File: src/rtl/alu_issue_queue.sv
`default_nettype none
// ============================================================================
// Module   : alu_issue_queue
// Brief    : Command FIFO feeding an external combinational Alu, with a
//            registered, back-pressured result stage.
// Revision : 1.0 - initial release
// ============================================================================
module alu_issue_queue #(
    parameter int DEPTH = 4,
    parameter int WIDTH = 32
) (
    input  logic                     clk,
    input  logic                     rst_n,
    input  logic                     in_valid,
    output logic                     in_ready,
    input  logic [WIDTH-1:0]         in_A,
    input  logic [WIDTH-1:0]         in_B,
    input  logic [2:0]               in_ALUControl,
    output logic [WIDTH-1:0]         alu_A,
    output logic [WIDTH-1:0]         alu_B,
    output logic [2:0]               alu_ALUControl,
    input  logic [WIDTH-1:0]         alu_result,
    output logic                     out_valid,
    input  logic                     out_ready,
    output logic [WIDTH-1:0]         out_result,
    output logic [$clog2(DEPTH):0]   count
);

    localparam int AW = $clog2(DEPTH);
    localparam int CW = AW + 1;
    localparam logic [CW-1:0] c_full = CW'(DEPTH);
    localparam logic [CW-1:0] c_one  = CW'(1);
    localparam logic [AW-1:0] c_inc  = AW'(1);

    logic [WIDTH-1:0] r_mem_a  [DEPTH];
    logic [WIDTH-1:0] r_mem_b  [DEPTH];
    logic [2:0]       r_mem_op [DEPTH];
    logic [AW-1:0]    r_wr_ptr;
    logic [AW-1:0]    r_rd_ptr;
    logic [CW-1:0]    r_count;
    logic             r_out_valid;
    logic [WIDTH-1:0] r_out_result;

    logic w_empty;
    logic w_push;
    logic w_issue;

    // in_ready depends on occupancy alone, so out_ready never reaches it.
    assign w_empty  = (r_count == '0);
    assign in_ready = (r_count != c_full);
    assign w_push   = in_valid && in_ready;
    assign w_issue  = !w_empty && (!r_out_valid || out_ready);

    assign alu_A          = w_empty ? '0 : r_mem_a[r_rd_ptr];
    assign alu_B          = w_empty ? '0 : r_mem_b[r_rd_ptr];
    assign alu_ALUControl = w_empty ? 3'b000 : r_mem_op[r_rd_ptr];

    assign out_valid  = r_out_valid;
    assign out_result = r_out_result;
    assign count      = r_count;

    // Storage is left unreset; the empty-gating on alu_* hides stale entries.
    always_ff @(posedge clk) begin
        if (w_push) begin
            r_mem_a[r_wr_ptr]  <= in_A;
            r_mem_b[r_wr_ptr]  <= in_B;
            r_mem_op[r_wr_ptr] <= in_ALUControl;
        end
    end

    always_ff @(posedge clk or negedge rst_n) begin
        if (!rst_n) begin
            r_wr_ptr     <= '0;
            r_rd_ptr     <= '0;
            r_count      <= '0;
            r_out_valid  <= 1'b0;
            r_out_result <= '0;
        end else begin
            if (w_push) begin
                r_wr_ptr <= r_wr_ptr + c_inc;
            end
            if (w_issue) begin
                r_rd_ptr <= r_rd_ptr + c_inc;
            end
            if (w_push && !w_issue) begin
                r_count <= r_count + c_one;
            end else if (!w_push && w_issue) begin
                r_count <= r_count - c_one;
            end
            if (w_issue) begin
                r_out_result <= alu_result;
                r_out_valid  <= 1'b1;
            end else if (out_ready) begin
                r_out_valid  <= 1'b0;
            end
        end
    end

endmodule
`default_nettype wire
File: config.mk
export PLATFORM = sky130hd
export DESIGN_NAME = alu_issue_queue
export DESIGN_NICKNAME = d
export VERILOG_FILES = /design/src/rtl/alu_issue_queue.sv
export SDC_FILE = /design/constraint.sdc
export NUM_CORES = 1
export LEC_CHECK = 0
export BUFFER_PORTS_ARGS = -buffer_cell sky130_fd_sc_hd__clkbuf_2
export CAP_MARGIN = 20
export CORE_AREA = 2 2 157 159
export DETAILED_ROUTE_END_ITERATION = 10
export DIE_AREA = 0 0 159 161
export HOLD_SLACK_MARGIN = 0.12
export MAX_ROUTING_LAYER = met4
export PLACE_DENSITY = 0.7
export SYNTH_ARGS = -nofsm -noshare
export SYNTH_HDL_FRONTEND = slang
export SYNTH_SLANG_ARGS = --single-unit
File: constraint.sdc
create_clock -name clk -period 3 [get_ports clk]
set_input_delay 0.15 -clock clk [delete_from_list [all_inputs] [get_ports clk]]
set_output_delay 0.15 -clock clk [all_outputs]
set_load 0.1 [all_outputs]
==> run metrics <==
status complete, no violations; Final setup viols 0; met1 GRT Util 24.6%; sequential fraction of the synthesis area 77.0%; crit path kind reg2out; filler instances 1695; Post-synth top cells edfxtp_1, nor2b_1, mux4_2; residual overflow from global routing 0; Crit. End Element output pin; GR Util met2 33.5%; HP Start in_A[1]; post-route ant nets 0; largest area contributor in the netlist edfxtp_1; H-Tree Depth 1; most numerous cell in the Yosys netlist edfxtp_1; Post-synth top flop edfxtp_1; Placed Cells 1047; FMAX 353 MHz; GRT Util Overall 19.4%; clk buf depth 3; global placer's final weighted congestion 0.765; Yosys reg bits 308; critical-path maximum fanout 23; final hold violations 0; via count 6170; DRC Markers 0; Worst Path Required 2850 ps; die height 161 um; first-pass GRT wire length 37700 um; most crowded layer after global routing met2; Worst-path clk slew 60 ps; core area 0.0240 mm2; CTS sink cnt 308; PostCTS Resize Cnt 0; share of cells above drive strength 1 42.1%; Synth area leaders edfxtp_1, mux4_2, dfrtp_1, nor2b_1, mux2_2; Synth cell types 21; CTS buffer count 31; # rows 57; post-layout net count 969; final cell count without fillers 1209; crit start category flip-flop; Post-synth EDFFs 268; Detailed Place HPWL 14000 um; Critical Path Start r_rd_ptr[0]; I/O Pins 207; crit share post-route 94.4%; reg2reg setup slack 740 ps; hold crit path type in2reg; Post-synth ARST share 13.0%; Core Util, Final 63.6%; GR Util met3 2.93%; worst rel slew slack 57.6%; Critical Path Sink alu_A[26]; vias in the first global route 6828; postcts setup bufs 0; I/O Buffers 206; Root Driver clkbuf_16; worst r2r dst count[2]; Worst Tran Pin Value 636 ps; # Max-Cap Violations 0; CTS tree yes; final WL 23800 um; Post-Synthesis Cells 532; post-layout min period 2830 ps; syn nets 641; worst skew pair latency 540 ps; die footprint 0.0256 mm2; syn_area_per_cell 22.1 um2; wire length per cell 19.7 um; area share of the largest cell type after synthesis 68.4%; Area growth syn-to-layout 29.7%; max-slew violation count 0; worst r2r src count[1]; Die W 159 um; Mapped Area 0.0118 mm2; Vias/cell 5.10; worst r2r path cells 10; worst endpoint data arrival time 2680 ps; RSZ-0062 raised after global routing no; drt pass-1 iters 4; Final Skew 13.2 ps; initial core utilization 49.1%; largest net degree at the start of global routing 68; DR iter-0 viols 358; Yosys Warn Count 0; initial antenna violation count 1
[cell families (layout without fill, tap and decap cells)]
| family | count (synthesis) | in the layout | share of synthesized area (%) |
|---|---|---|---|
| AOI/OAI and AO/OA | 1 | 1 | 0.0958 |
| DFF | 308 | 308 | 77.0 |
| buffers and inverters | 31 | 383 | 1.49 |
| adders and majority gates | 6 | 6 | 0.702 |
| xor gates and xnor gates | 6 | 6 | 0.447 |
| other | 0 | 1 | 0 |
| and+or+nand+nor | 79 | 79 | 4.21 |
| muxes | 101 | 101 | 16.1 |
[through the flow]
stage          setup slack (ps)  setup TNS (ps)  instance area [um2]  hold slack, ps
5_1_grt                    24.5               0                15200             356
3_3_place_gp                689               0                13200             336
2_1_floorplan             -53.9            -539                11800            -146
3_5_place_dp                687               0                13200             371
6_report                    169               0                15200             363
4_1_cts                    93.0               0                15200             337
[layout by cell type (no fill, tap or decap), types with 5 or more instances in the layout]
cell / n
mux4_2: 67
clkinv_1: 5
buf_12: 9
clkbuf_16: 32
ha_1: 5
dlygate4sd3_1: 103
edfxtp_1: 268
clkinv_2: 7
clkbuf_2: 206
nor2b_1: 67
clkbuf_1: 5
mux2_2: 30
dfrtp_1: 38
[layer usage]
metal  routed length (um)  share of wire [%]
met5                    0                  0
met4                  501                2.1
met3                 1100                4.6
met2                12300                 52
met1                 9940                 42
[sequential cells by signal (all words and copies together) (netlist names)]
register    count
count           3
out_valid       1
out_result     32
r_mem_op       12
r_mem_b       128
r_mem_a       128
r_wr_ptr        2
r_rd_ptr        2
[critical path: stages, from the launching register on]
cell and delay (ps):
dfrtp_4 770, buf_12 260, mux4_2 530, nor2b_1 160, clkbuf_2 400
[final cells by class]
cell class | instances | area (um2) | area share, %
repair buffers | 322 | 2270 | 14.9
well taps | 324 | 405 | 2.66
diodes | 1 | 2.50 | 0.0164
clock buffers | 42 | 870 | 5.70
inverters | 4 | 15.0 | 0.0985
clock inverters | 15 | 77.6 | 0.509
flip-flops and latches | 308 | 9060 | 59.4
multi-input cells | 193 | 2550 | 16.7
[worst min-delay path by stage]
stage                           to  cells after the start  slack [ps]
finish               r_mem_a[0][1]                      2         360
global route        r_mem_a[0][17]                      2         360
CTS                 r_mem_a[2][22]                      2         340
detailed placement  out_result[24]                      1         370
global placement    out_result[24]                      1         340
floorplan                 count[0]                      0        -150
[repair_timing]
item / in CTS / in global routing
hold buffers: 102 / 1
endpoints found under the setup margin: 0 / 0
endpoints found under the hold margin: 343 / 11
Power is left out: the tool's default activity adds up to more than one toggle a clock period on the data nets, which glitch-free logic cannot reach.
